$ cat src/rtl/dac_dual_tx_if.sv
// Sample-pair stream between a producer and the dual DAC transmit engine.
// Latency: none, wires only.
// Backpressure: s_ready from the slave qualifies s_valid from the master.
// Ports: s_valid, s_ready, s_data_a, s_data_b (two's complement, DATA_W bits).
interface dac_dual_tx_if #(
  parameter int DATA_W = 12
);
  logic              s_valid;
  logic              s_ready;
  logic [DATA_W-1:0] s_data_a;
  logic [DATA_W-1:0] s_data_b;

  modport master (output s_valid, output s_data_a, output s_data_b, input s_ready);
  modport slave  (input s_valid, input s_data_a, input s_data_b, output s_ready);
endinterface

$ cat src/rtl/dac_dual_tx.sv
// Dual-channel DAC transmit engine: FIFO-buffered sample pairs, power-up sequencing, offset-binary output.
// Latency: one edge from FIFO pop to da_data/db_data; RUN entered one edge after fill reaches PRIME_LEVEL.
// Backpressure: s_ready low when disabled, OFF or FIFO full; starvation in RUN parks outputs at mid-scale.
// Ports: da_clk/reset (async, active high), enable, clr_status, s (stream slave), test_mode,
//        da_data/db_data (registered codes), pwr, running, underrun (sticky), fifo_level.
// Optional ramp generator built when DAC_RAMP_TEST_EN is defined; otherwise test_mode is ignored.
module dac_dual_tx #(
  parameter int DATA_W       = 12,
  parameter int FIFO_AW      = 4,
  parameter int PRIME_LEVEL  = 8,
  parameter int PWRUP_CYCLES = 256
) (
  input  logic               da_clk,
  input  logic               reset,
  input  logic               enable,
  input  logic               clr_status,
  dac_dual_tx_if.slave       s,
  input  logic               test_mode,
  output logic [DATA_W-1:0]  da_data,
  output logic [DATA_W-1:0]  db_data,
  output logic               pwr,
  output logic               running,
  output logic               underrun,
  output logic [FIFO_AW:0]   fifo_level
);

  localparam int DEPTH = 1 << FIFO_AW;
  localparam int PTR_W = FIFO_AW + 1;
  localparam int CNT_W = $clog2(PWRUP_CYCLES + 1);
  localparam logic [DATA_W-1:0] MID = {1'b1, {(DATA_W-1){1'b0}}};

  typedef enum logic [1:0] {ST_OFF, ST_PWRUP, ST_PRIME, ST_RUN} state_t;

  state_t             state_q, state_nxt;
  logic [CNT_W-1:0]   cnt_q, cnt_nxt;
  logic [PTR_W-1:0]   wr_ptr_q, rd_ptr_q;
  logic [2*DATA_W-1:0] mem [DEPTH];
  logic [2*DATA_W-1:0] rd_dat;
  logic [DATA_W-1:0]  da_q, db_q, da_nxt, db_nxt;
  logic [DATA_W-1:0]  ramp_da, ramp_db;
  logic               pwr_q, und_q;
  logic               full, empty, push, pop, flush, set_und, ramp_active;

  function automatic logic [DATA_W-1:0] to_obin(input logic [DATA_W-1:0] x);
    return {~x[DATA_W-1], x[DATA_W-2:0]};
  endfunction

  assign fifo_level = wr_ptr_q - rd_ptr_q;
  assign empty      = (wr_ptr_q == rd_ptr_q);
  assign full       = (wr_ptr_q[FIFO_AW] != rd_ptr_q[FIFO_AW]) &&
                      (wr_ptr_q[FIFO_AW-1:0] == rd_ptr_q[FIFO_AW-1:0]);
  assign rd_dat     = mem[rd_ptr_q[FIFO_AW-1:0]];

  assign s.s_ready  = enable && (state_q != ST_OFF) && !full;
  assign push       = s.s_valid && s.s_ready;
  // Ramp mode owns the output path, so the FIFO is left untouched.
  assign pop        = enable && (state_q == ST_RUN) && !ramp_active && !empty;

  assign da_data    = da_q;
  assign db_data    = db_q;
  assign pwr        = pwr_q;
  assign running    = (state_q == ST_RUN);
  assign underrun   = und_q;

`ifdef DAC_RAMP_TEST_EN
  logic [DATA_W-1:0] ramp_q;

  assign ramp_active = (state_q == ST_RUN) && test_mode;
  assign ramp_da     = ramp_q;
  assign ramp_db     = ~ramp_q;

  always_ff @(posedge da_clk or posedge reset) begin
    if (reset) begin
      ramp_q <= '0;
    end else if (state_nxt != ST_RUN) begin
      ramp_q <= '0;
    end else if (ramp_active) begin
      ramp_q <= ramp_q + {{(DATA_W-1){1'b0}}, 1'b1};
    end
  end
`else
  logic unused_test_mode;

  assign unused_test_mode = test_mode;
  assign ramp_active      = 1'b0;
  assign ramp_da          = MID;
  assign ramp_db          = MID;
`endif

  always_comb begin
    state_nxt = state_q;
    cnt_nxt   = cnt_q;
    da_nxt    = MID;
    db_nxt    = MID;
    set_und   = 1'b0;
    flush     = 1'b0;
    if (!enable) begin
      state_nxt = ST_OFF;
      cnt_nxt   = '0;
      flush     = 1'b1;
    end else begin
      case (state_q)
        ST_OFF: begin
          state_nxt = ST_PWRUP;
          cnt_nxt   = '0;
          flush     = 1'b1;
        end
        ST_PWRUP: begin
          if (cnt_q == CNT_W'(PWRUP_CYCLES - 1)) begin
            state_nxt = ST_PRIME;
            cnt_nxt   = '0;
          end else begin
            cnt_nxt = cnt_q + CNT_W'(1);
          end
        end
        ST_PRIME: begin
          if (fifo_level >= PTR_W'(PRIME_LEVEL)) begin
            state_nxt = ST_RUN;
          end
        end
        ST_RUN: begin
          if (ramp_active) begin
            da_nxt = ramp_da;
            db_nxt = ramp_db;
          end else if (!empty) begin
            da_nxt = to_obin(rd_dat[2*DATA_W-1:DATA_W]);
            db_nxt = to_obin(rd_dat[DATA_W-1:0]);
          end else begin
            // Starved: park at mid-scale and wait for the FIFO to re-prime.
            set_und   = 1'b1;
            state_nxt = ST_PRIME;
          end
        end
        default: begin
          state_nxt = ST_OFF;
        end
      endcase
    end
  end

  always_ff @(posedge da_clk or posedge reset) begin
    if (reset) begin
      state_q  <= ST_OFF;
      cnt_q    <= '0;
      wr_ptr_q <= '0;
      rd_ptr_q <= '0;
      da_q     <= MID;
      db_q     <= MID;
      pwr_q    <= 1'b0;
      und_q    <= 1'b0;
    end else begin
      state_q <= state_nxt;
      cnt_q   <= cnt_nxt;
      da_q    <= da_nxt;
      db_q    <= db_nxt;
      pwr_q   <= (state_nxt != ST_OFF);
      // A new starvation event outranks a simultaneous clear.
      und_q   <= set_und | (und_q & ~clr_status);
      if (flush) begin
        wr_ptr_q <= '0;
        rd_ptr_q <= '0;
      end else begin
        wr_ptr_q <= wr_ptr_q + PTR_W'(push);
        rd_ptr_q <= rd_ptr_q + PTR_W'(pop);
      end
    end
  end

  always_ff @(posedge da_clk) begin
    if (push) begin
      mem[wr_ptr_q[FIFO_AW-1:0]] <= {s.s_data_a, s.s_data_b};
    end
  end

endmodule
$ cat src/flat_wrapper.sv
// flat-port wrapper written by rule: the top's interface ports become plain ports
module dac_dual_tx_flat 
#(
  parameter int DATA_W       = 12,
  parameter int FIFO_AW      = 4,
  parameter int PRIME_LEVEL  = 8,
  parameter int PWRUP_CYCLES = 256
)
  (da_clk, reset, enable, clr_status, test_mode, da_data, db_data, pwr, running, underrun, fifo_level, s_s_valid, s_s_data_a, s_s_data_b, s_s_ready);
  dac_dual_tx_if #(.DATA_W(DATA_W)) s_i ();
  input  logic da_clk;
  input  logic reset;
  input  logic enable;
  input  logic clr_status;
  input  logic test_mode;
  output logic [DATA_W-1:0] da_data;
  output logic [DATA_W-1:0] db_data;
  output logic pwr;
  output logic running;
  output logic underrun;
  output logic [FIFO_AW:0] fifo_level;
  input wire logic [$bits(s_i.s_valid)-1:0] s_s_valid;
  input wire logic [$bits(s_i.s_data_a)-1:0] s_s_data_a;
  input wire logic [$bits(s_i.s_data_b)-1:0] s_s_data_b;
  output wire logic [$bits(s_i.s_ready)-1:0] s_s_ready;
  assign s_i.s_valid = s_s_valid;
  assign s_i.s_data_a = s_s_data_a;
  assign s_i.s_data_b = s_s_data_b;
  assign s_s_ready = s_i.s_ready;
  dac_dual_tx #(.DATA_W(DATA_W), .FIFO_AW(FIFO_AW), .PRIME_LEVEL(PRIME_LEVEL), .PWRUP_CYCLES(PWRUP_CYCLES)) u_core (.da_clk(da_clk), .reset(reset), .enable(enable), .clr_status(clr_status), .s(s_i), .test_mode(test_mode), .da_data(da_data), .db_data(db_data), .pwr(pwr), .running(running), .underrun(underrun), .fifo_level(fifo_level));
endmodule
$ cat config.mk
export PLATFORM = sky130hd
export DESIGN_NAME = dac_dual_tx_flat
export DESIGN_NICKNAME = d
export VERILOG_FILES = /design/src/rtl/dac_dual_tx_if.sv /design/src/rtl/dac_dual_tx.sv /design/src/flat_wrapper.sv
export SDC_FILE = /design/constraint.sdc
export NUM_CORES = 1
export LEC_CHECK = 0
export BUFFER_PORTS_ARGS = -buffer_cell sky130_fd_sc_hd__clkbuf_2
export CORE_MARGIN = 4
export CORE_UTILIZATION = 57
export CTS_BUF_LIST = sky130_fd_sc_hd__clkbuf_4 sky130_fd_sc_hd__clkbuf_8
export DETAILED_ROUTE_END_ITERATION = 8
export PLACE_DENSITY = 0.74
export SETUP_SLACK_MARGIN = 0.1
export SLEW_MARGIN = 10
export SYNTH_ARGS = -nofsm -noshare
export SYNTH_HDL_FRONTEND = slang
export SYNTH_SLANG_ARGS = --single-unit
$ cat constraint.sdc
create_clock -name da_clk -period 5.4 [get_ports da_clk]
set_input_delay 0.54 -clock da_clk [delete_from_list [all_inputs] [get_ports da_clk]]
set_output_delay 0.54 -clock da_clk [all_outputs]
set_load 0.01 [all_outputs]
# After elaboration in Yosys (flattened, before gate mapping)
# Memory sizes are Yosys's and may differ from the RTL's.
# Index checks and enable logic that the tools add are counted.
word_totals:
  output_inout_bits: 33
  word_cells: 61
  regBits: 47
  ram_bits: 384
  input_bits: 30
  n_memories: 1
op_classes:
  bitwise_logic: 5
  add_sub_neg: 4
  n_lt_le_gt_ge: 1
  reduce_logical: 11
  n_eq_ne: 8
  mux: 23
memory_table:
  columns: ["memory", "depth", "width", "rd", "rd_ports_with_merged_regs", "write_ports", "line", "text"]
  rows:
  - ["u_core.mem", 16, 24, 1, 0, 1, "dac_dual_tx.sv:37", "logic [2*DATA_W-1:0] mem [DEPTH];"]
op_table:
  columns: ["operator", "count"]
  rows:
  - ["12-bit 2-to-1 mux", 6]
  - ["9-bit 2-to-1 mux", 2]
  - ["9-bit case mux with 2 select lines", 1]
  - ["5-bit by 1-bit adder with 5-bit output", 2]
  - ["5-bit 2-to-1 mux", 2]
  - ["9-bit by 1-bit adder with 9-bit output (second input constant)", 1]
  - ["9-bit by 8-bit == test with 1-bit output (second input constant)", 1]
  - ["2-bit 2-to-1 mux", 4]
  - ["2-bit case mux with 4 select lines", 1]
  - ["1-bit 2-to-1 mux", 7]
  - ["1-bit logical AND", 6]
  - ["5-bit == test", 1]
  - ["5-bit by 4-bit greater-or-equal comparator with 1-bit output (second input constant)", 1]
  - ["5-bit subtractor", 1]
  - ["2-bit == test (second input constant)", 2]
  - ["4-bit == test", 1]
  - ["2-bit nonzero test", 2]
  - ["3-bit by 1-bit != test with 1-bit output (second input constant)", 1]
  - ["1-bit inverter", 3]
  - ["2-bit by 1-bit == test with 1-bit output (second input constant)", 1]
  - ["1-bit zero test", 2]
  - ["2-bit zero test", 1]
  - ["1-bit AND", 1]
  - ["1-bit != test", 1]
  - ["1-bit bitwise OR", 1]

# Depth between registers and ports, before layout
# Gate-level depths: netlist of run 1.
logic_depth:
  depth_word: 7
  ltp_mapped: 13
  mapped_depth_nobuf: 10

# Worst setup path before layout of run 1
# Ideal clock, no wire load.
synth_path:
  kind: "reg2reg"
  startpoint: "register u_core.rd_ptr_q[3]"
  endpoint: "memory u_core.mem[1][0] in the netlist's numbering, enable pin"
  path_buffers: 3
  setup_ns: 0.435
  required_time_ns: 4.965
  setup_slack_ns: 1.232
  arrival_time_ns: 3.733
  path_stages_with_launch: 10
  cell_sequence: "dfrtp_1 > buf_2 > buf_2 > buf_2 > inv_1 > ha_1 > and4_1 > a211oi_2 > nand3b_1 > nor3_1"
synth_between:
  elab_chain_cells: 7
synth_rtl:
  columns: ["element", "line", "text"]
  rows:
  - ["start: declaration", "dac_dual_tx.sv:36", "logic [PTR_W-1:0] wr_ptr_q, rd_ptr_q;"]
  - ["start signal: assignment", "dac_dual_tx.sv:164", "rd_ptr_q <= rd_ptr_q + PTR_W'(pop);"]
  - ["4-bit == test", "dac_dual_tx.sv:51", "(wr_ptr_q[FIFO_AW-1:0] == rd_ptr_q[FIFO_AW-1:0]);"]
  - ["1-bit logical AND", "dac_dual_tx.sv:50", "assign full = (wr_ptr_q[FIFO_AW] != rd_ptr_q[FIFO_AW]) &&"]
  - ["1-bit zero test", "dac_dual_tx.sv:54", "assign s.s_ready = enable && (state_q != ST_OFF) && !full;"]
  - ["1-bit logical AND", "dac_dual_tx.sv:54", null]
  - ["1-bit logical AND", "dac_dual_tx.sv:55", "assign push = s.s_valid && s.s_ready;"]
  - ["1-bit 2-to-1 mux", "dac_dual_tx.sv:170", "if (push) begin"]
  - ["1-bit 2-to-1 mux (implied by the code)", "dac_dual_tx.sv:171", "mem[wr_ptr_q[FIFO_AW-1:0]] <= {s.s_data_a, s.s_data_b};"]
  - ["end: declaration", "dac_dual_tx.sv:37", null]
# No other way between the ends.

# Final worst setup path of run 1
layout_path:
  startpoint: "register u_core.rd_ptr_q[3]"
  endpoint: "memory u_core.mem[10][5] in the netlist's numbering, enable pin"
# Same word-level chain as after synthesis.

==> qor.yml, run 1 <==
status: "finished, final reports clean"
post_synth_and_or_nand_nor_area_fraction_pct: 5.63
cp_top_family: "simple AND/OR/NAND/NOR gates"
drcViolationCount: 0
critical_path.cell_chain: "inv_1 -> ha_1 -> and4_1 -> a211oi_2 -> nand3_1 -> nor2_4"
post_cts_resized: 0
viasPerCell: 5.87
setup_violations: 0
rsz_0062_raised_after_global_routing: "no"
std_cell_rows: 62
cap_violations: 0
hp-class: "in2async"
areaGrowthSynthToFinish_pct: 12.7
all_layer_gr_usage_pct: 20.9
worstMarginPinSlew_ns: 1.13
place.gp.congestion: 0.753
route.detailed.wl_per_inst_um: 23.2
fin_worst_hold_slack_ns: 0.140
synth_area_um2: 16800
maxClockFrequency_mhz: 273
clk_transition_reported_paths_ns: 0.06
route.vias.total: 8327
ctsLongestPathBuffers: 3
drt_pass1_iterations: 5
grt_pass1_wl_mm: 51.5
number_of_diodes: 0
seq_area_frac_synth_pct: 75.6
drt_wl_total_mm: 32.9
p_comb_share_pct: 1.3
critPathMaxFanout: 28
power_report.internal_total_mw: 5.24
clk-insertion-delay-late_ns: 0.58
leakagePower_nw: 6.51
grt_max_degree: 72
slew_violations: 0
design.portCount: 63
synthFlopType: "edfxtp_1"
worst_ep_arrival_time_ns: 3.84
netSwitchingPower_mw: 1.29
power.ir.vdd_worst_v: 0.000188
initial_utilization_pct: 58.1
core_region_area_um2: 28900
cts.sink_count: 431
power.clock.fraction_pct: 42.9
netlist-cell-type-count: 49
critical_path.slowest_cell: "nor2_4"
timing.clock.skew_ns: 0.0216
worst_ep_required_time_ns: 5.58
r2r.worst_path.cells: 6
r2r_start: "u_core.rd_ptr_q[3]"
rrSetupSlack_ns: 1.74
final.setup.tns_ns: 0
cp.depth: 6
tritoncts_clock_tree: "yes"
nets: 1019
design.die.area_um2: 32300
synth_top_family_by_area: "multiplexers"
h-tree-depth: 3
final_core_util_pct: 65.5
chipHeight_um: 180
final_period_utilization_pct: 67.8
min_period_ns: 3.66
post_synth.cell_area_avg_um2: 19.1
cts_post_setup_buffers_inserted: 0
critical_path.startpoint: "u_core.rd_ptr_q[3]"
detailed_placement_wirelength_estimate_mm: 16.7
globalRouteOverflowTotal: 0
worst_setup_path_start_kind: "flip-flop"
p_per_area_nw_per_um2: 345
synth_fa_ha_area_share_pct: 0.789
synth_edf_count: 384
io_buffer_count: 61
max_stage_delay_ns: 0.94
root_buffer: "clkbuf_8"
totalPowerFinal_mw: 6.53
parity_gate_share_of_the_synthesized_area_counting_xor_and_xnor_cells_pct: 0.514
cts_hold_buf: 0
async_flop_share_pct: 10.9
synthesis.instances: 879
synth_compound_area_share_pct: 2.58
synth_nets: 919
post_route_cells_drive_above_1_share_pct: 31.0
antenna_found_initial: 0
cts_inserted_buffers: 70
drt_first_iter_violations: 729
timing.critical_path.buf_inv: 1
multiplexer_fraction_of_the_synthesized_cell_area_pct: 13.0
worst_setup_path_end_kind: "flip-flop"
slew_headroom_pct: 24.4
yosysWarningCount: 0
timing_worst_setup_path_type: "reg2reg"
ant_nets: 0
die_w_um: 180
timing_hold_violations_final: 0
timing.rr.end: "u_core.mem[10][5]"
synth.ff_latch_count: 431
grt_pass1_vias: 8654
power.share.sequential_pct: 55.8
switching_share_pct: 19.8
==> synth_stat cells, types with 3 or more instances <==
master / instances / area, um^2
buf_2: 7 / 35.0
and2_1: 7 / 43.8
nand2b_1: 4 / 25.0
buf_4: 5 / 37.5
ha_1: 9 / 113
a22o_1: 24 / 210
a21oi_1: 6 / 30.0
xnor2_1: 3 / 26.3
mux4_2: 96 / 2160
edfxtp_1: 384 / 11500
nand4_1: 3 / 18.8
nand2_1: 154 / 578
dfrtp_1: 45 / 1130
xor2_1: 5 / 43.8
nand3_1: 13 / 65.1
a31oi_1: 4 / 25.0
inv_1: 11 / 41.3
nor3_1: 5 / 25.0
clkbuf_1: 23 / 86.3
a22oi_1: 3 / 22.5
nor2_1: 22 / 82.6
buf_6: 10 / 113
==> how the worst max path moves through the flow <==
stage	to	slack (ns)
3_3_place_gp	u_core.mem[14][6]	1.82
6_report	u_core.mem[10][5]	1.74
2_1_floorplan	u_core.mem[1][0]	1.23
5_1_grt	u_core.mem[10][0]	1.57
4_1_cts	u_core.mem[10][21]	1.76
3_5_place_dp	u_core.mem[10][6]	1.82
==> through the flow <==
stage | cell area (um^2) | cells | setup slack, ns
global route | 19000 | 1419 | 1.57
detailed placement | 17500 | 1291 | 1.82
finish | 19000 | 1419 | 1.74
global placement | 17500 | 1291 | 1.82
CTS | 19000 | 1419 | 1.76
floorplan | 16800 | 879 | 1.23
==> kinds of logic after synthesis <==
| kind of cell | Yosys count |
|---|---|
| flops | 431 |
| simple gates | 221 |
| mux | 98 |
| buf+inv | 57 |
| compound gates | 53 |
| fa+ha+maj | 10 |
| xor+xnor | 9 |
==> layout make-up <==
cell class,count,area [um^2]
clock buffer,105,1240
clock inverter,23,168
fill,1922,9980
inverter,11,41.3
multi-input combinational,391,3890
sequential,431,12700
tap,384,480
timing repair buffer,74,403
==> tightest hold or removal path: stages <==
cell and delay (ns):
clkbuf_2 0.09, inv_2 0.03, buf_4 0.54
==> state kept, by name, summed over array words and instances, names as in the netlist <==
| signal | cells |
|---|---|
| u_core.wr_ptr_q | 5 |
| u_core.underrun | 1 |
| u_core.da_data | 12 |
| u_core.state_q | 2 |
| u_core.rd_ptr_q | 5 |
| u_core.mem | 384 |
| u_core.cnt_q | 9 |
| u_core.pwr | 1 |
| u_core.db_data | 12 |
==> power by group through the flow <==
stage               clock network [mW]  registers, mW  logic (mW)
floorplan                            0           3.71      0.0292
global placement                     0           3.71      0.0813
detailed placement                   0           3.71      0.0850
CTS                               2.87           3.64      0.0852
global route                      3.04           3.64      0.0953
finish                            2.80           3.64      0.0836
==> layout by cell type (no fill, tap or decap), drive strengths merged, types with 3 or more instances in the layout <==
cell	Yosys	routed
edfxtp	384	384
clkbuf	23	166
nand2	154	154
mux4	96	96
dfrtp	45	45
a22o	24	24
nor2	24	24
clkinv	0	16
nand3	13	13
buf	23	13
inv	11	12
ha	9	9
and2	7	7
a21oi	6	6
xor2	6	6
nor3	5	5
nand2b	4	4
a31oi	4	4
clkinvlp	0	4
nand4	3	3
xnor2	3	3
a22oi	3	3
o21ai	3	3
==> metal layers <==
| layer | wire (um) | GRT usage (%) | up-vias |
|---|---|---|---|
| li1 | - | - | 3685 |
| met1 | 13900 | 29.5 | 4296 |
| met2 | 16300 | 33.4 | 293 |
| met3 | 2140 | 4.91 | 53 |
| met4 | 581 | 5.94 | 0 |
| met5 | 0 | 0 | - |
Note: power is estimated with default switching activity, not from simulation.
==> inputs of run 2 (changes only) <==
- ABC_AREA: default -> 1
- PLACE_DENSITY: 0.74 -> 0.77
- clock period: 5.4 -> 3.1 ns (I/O delays scaled with it)
==> run 2 against run 1 <==
Worst setup slack got worse by 1.4 ns. Largest power group unchanged. Worst hold slack lost 0.016 ns. Combinational power increased by 77%. Wire length grew 17%. Highest routed layer is now met5. Critical endpoint is now u_core.mem[8][1]. Utilization fell by 0.52 points. Critical path depth up 1. Synthesized area rose by 5.6%. Non-clock buffer count grew 31. Sequential power rose by 74%.
==> qor.yml, run 2 <==
worst_setup_path_start_kind: "flip-flop"  # unchanged
critPathMaxFanout: 18  # was 28
number_of_diodes: 0  # unchanged
synthFlopType: "edfxtp_1"  # unchanged
topRoutingLayerUsed: "met5"  # was met4
power.ir.vdd_worst_v: 0.000324  # was 0.000188 V
grt_pass1_wl_mm: 59.5  # was 51.5 mm
synth.cells.most_frequent: "edfxtp_1 (384), inv_1 (220), nand2_1 (216)"  # was edfxtp_1 (384), nand2_1 (154), mux4_2 (96)
max_stage_delay_ns: 0.44  # was 0.94 ns
synth_nets: 1506  # was 919
synthesis.instances: 1466  # was 879
finalNonFillerCells: 2003  # was 1419
hp-class: "in2reg"  # was in2async
drt-met1-wl_mm: 15.2  # was 13.9 mm
netlist-cell-type-count: 32  # was 49
ctsLongestPathBuffers: 3  # unchanged
die_w_um: 184  # was 180 um
tritoncts_clock_tree: "yes"  # unchanged
std_cell_rows: 64  # was 62
setup_violations: 0  # unchanged
clk-insertion-delay-late_ns: 0.59  # was 0.58 ns
fin_worst_hold_slack_ns: 0.123  # was 0.140 ns
slew_violations: 0  # unchanged
clk_transition_reported_paths_ns: 0.06  # about the same
max_ffs_per_register: 384  # unchanged
route.vias.total: 11300  # was 8327
io_buffer_count: 61  # unchanged
synthTopCellsByArea: "edfxtp_1 (65%), dfrtp_1 (6.3%), inv_1 (4.7%)"  # was edfxtp_1 (69%), mux4_2 (13%), dfrtp_1 (6.7%)
rsz_0062_raised_after_global_routing: "no"  # unchanged
cell_count_after_placement: 1881  # was 1291
worst_setup_path_end_kind: "flip-flop"  # unchanged
cap_violations: 0  # unchanged
synth_area_um2: 17700  # was 16800 um^2
globalRouteOverflowTotal: 0  # unchanged
drt_wl_total_mm: 38.4  # was 32.9 mm
grt_pass1_vias: 10900  # was 8654
yosysWarningCount: 0  # unchanged
final_period_utilization_pct: 87.8  # was 67.8%
cts_inserted_buffers: 70  # unchanged
detailed_placement_wirelength_estimate_mm: 21.0  # was 16.7 mm
viasPerCell: 5.64  # was 5.87
design.die.area_um2: 34000  # was 32300 um^2
antenna_found_initial: 2  # was 0
worst_ep_arrival_time_ns: 2.95  # was 3.84 ns
maxClockFrequency_mhz: 368  # was 273 MHz
all_layer_gr_usage_pct: 22.7  # was 20.9%
h-tree-depth: 3  # unchanged
design.portCount: 63  # unchanged
slew_headroom_pct: 40.9  # was 24.4%
root_buffer: "clkbuf_8"  # unchanged
route.detailed.wl_per_inst_um: 19.2  # was 23.2 um
totalPowerFinal_mw: 11.2  # was 6.53 mW
nets: 1600  # was 1019
grt_max_degree: 217  # was 72
core_region_area_um2: 30700  # was 28900 um^2
synth_top_area_share_pct: 65.0  # was 68.6%
critical_path.slowest_cell: "dfrtp_1"  # was nor2_4
async_flop_share_pct: 10.9  # unchanged
critical_path.cell_chain: "ha_1 -> nand4_1 -> nor2_1 -> nor3b_2 -> nand3_1 -> nor2_2 -> buf_4"  # was inv_1 -> ha_1 -> and4_1 -> a211oi_2 -> nand3_1 -> nor2_4
drcViolationCount: 0  # unchanged
cts.sink_count: 431  # unchanged
chipHeight_um: 184  # was 180 um
status: "finished, final reports clean"  # unchanged
seq_area_frac_synth_pct: 71.6  # was 75.6%
synth_edf_count: 384  # unchanged
drt_first_iter_violations: 1113  # was 729
ant_nets: 0  # unchanged
timing_hold_violations_final: 0  # unchanged
drt_pass1_iterations: 6  # was 5
cp_top_family: "simple AND/OR/NAND/NOR gates"  # unchanged
initial_utilization_pct: 57.9  # was 58.1%
areaGrowthSynthToFinish_pct: 12.3  # was 12.7%
min_period_ns: 2.72  # was 3.66 ns
timing_worst_setup_path_type: "reg2reg"  # unchanged
leakagePower_nw: 7.43  # was 6.51 nW
synth.ff_latch_count: 431  # unchanged
routed_length_on_met3_mm: 3.12  # was 2.14 mm
most_frequent_cell_after_synthesis: "edfxtp_1"  # unchanged
timing.critical_path.buf_inv: 1  # unchanged
p_per_area_nw_per_um2: 562  # was 345 nW/um^2
postPlaceCellArea_um2: 18600  # was 17500 um^2
post_route_cells_drive_above_1_share_pct: 15.0  # was 31.0%
stdcell_area_um2: 19900  # was 19000 um^2
met2WireLength_mm: 18.9  # was 16.3 mm
worstMarginPinSlew_ns: 0.887  # was 1.13 ns
place.gp.congestion: 0.820  # was 0.753
worst_ep_required_time_ns: 3.33  # was 5.58 ns
layout.cells.most_common_list: "edfxtp_1 (384), inv_1 (217), nand2_1 (216), a21oi_1 (114), nand3_1 (112)"  # was edfxtp_1 (384), nand2_1 (154), mux4_2 (96), clkbuf_8 (73), clkbuf_2 (61)
layout_commonest_cell: "edfxtp_1"  # unchanged
timing.clock.skew_ns: 0.0410  # was 0.0216 ns
post_synth.cell_area_avg_um2: 12.1  # was 19.1 um^2
post-synth-top-area-cell: "edfxtp_1"  # unchanged
## run 2: changes by cell type after synthesis, moves of 86 or more
cell,before,now
o211ai_1,1,108
a21oi_1,6,114
inv_1,11,220
o21ai_0,2,88
nand3_1,13,112
mux4_2,96,0
## run 2: cell type report
cell class / instances / area, um^2
sequential: 431 / 12700
fill: 2187 / 10700
multi-input combinational: 731 / 3810
clock buffer: 103 / 1240
inverter: 221 / 830
timing repair buffer: 105 / 731
tap: 396 / 495
clock inverter: 16 / 101
## run 2: worst paths after layout
check	from	endpoint	slack [ns]	cells after the start
worst min-delay path	s_s_data_a[11]	u_core.mem[13][23]	0.12	1
worst max register to register	u_core.wr_ptr_q[2]	u_core.mem[8][1]	0.38	7
worst min register to register	u_core.cnt_q[1]	u_core.cnt_q[1]	0.52	2
worst max-delay path	u_core.wr_ptr_q[2]	u_core.mem[8][1]	0.38	7
max in group asynchronous	reset	u_core.da_data[11]	2.21	4
min in group asynchronous	reset	u_core.pwr	0.24	3
## run 2: logic make-up (layout without fill, tap and decap cells)
family	count (synthesis)	after routing	synth area share [%]
compound gates	315	315	10.5
buf+inv	304	445	7.37
fa+ha+maj	10	10	0.747
xor+xnor	7	7	0.345
simple gates	399	399	9.45
flops	431	431	71.6
## run 2: timing repair
| action | CTS | global route |
|---|---|---|
| hold endpoints to repair | 20 | 0 |
| resized for setup | 0 | 0 |
| hold buffers | 3 | 0 |
| setup buffers | 0 | 0 |
## run 2: worst reg2reg max path, delay by kind of cell (launching register included)
kind	cells	cell delay, ns
adder cells (fa/ha/maj)	1	0.37
buffers and inverters	1	0.35
flip-flops	1	0.44
AND/OR/NAND/NOR	5	1.19
## run 2: per-stage QoR
step           setup TNS, ns  setup slack [ns]  utilization (%)
2_1_floorplan         -59.96            -0.156                -
3_3_place_gp               0             0.478             60.5
3_5_place_dp               0             0.416             60.5
4_1_cts                    0             0.402             65.0
5_1_grt                    0             0.111             65.0
6_report                   0             0.379             65.0
## run 2: where the power goes
part | leakage [nW] | internal, mW | switching [mW]
clock network | 0.708 | 2.57 | 2.13
logic | 2.63 | 0.0338 | 0.115
registers | 4.09 | 6.34 | 0.00484
## run 2: per-layer routing
layer  track usage (%)  up-vias
met4              8.61        2
met5                 0        -
met3              4.91       93
met2              37.2      473
li1                  -     5298
met1              30.2     5434
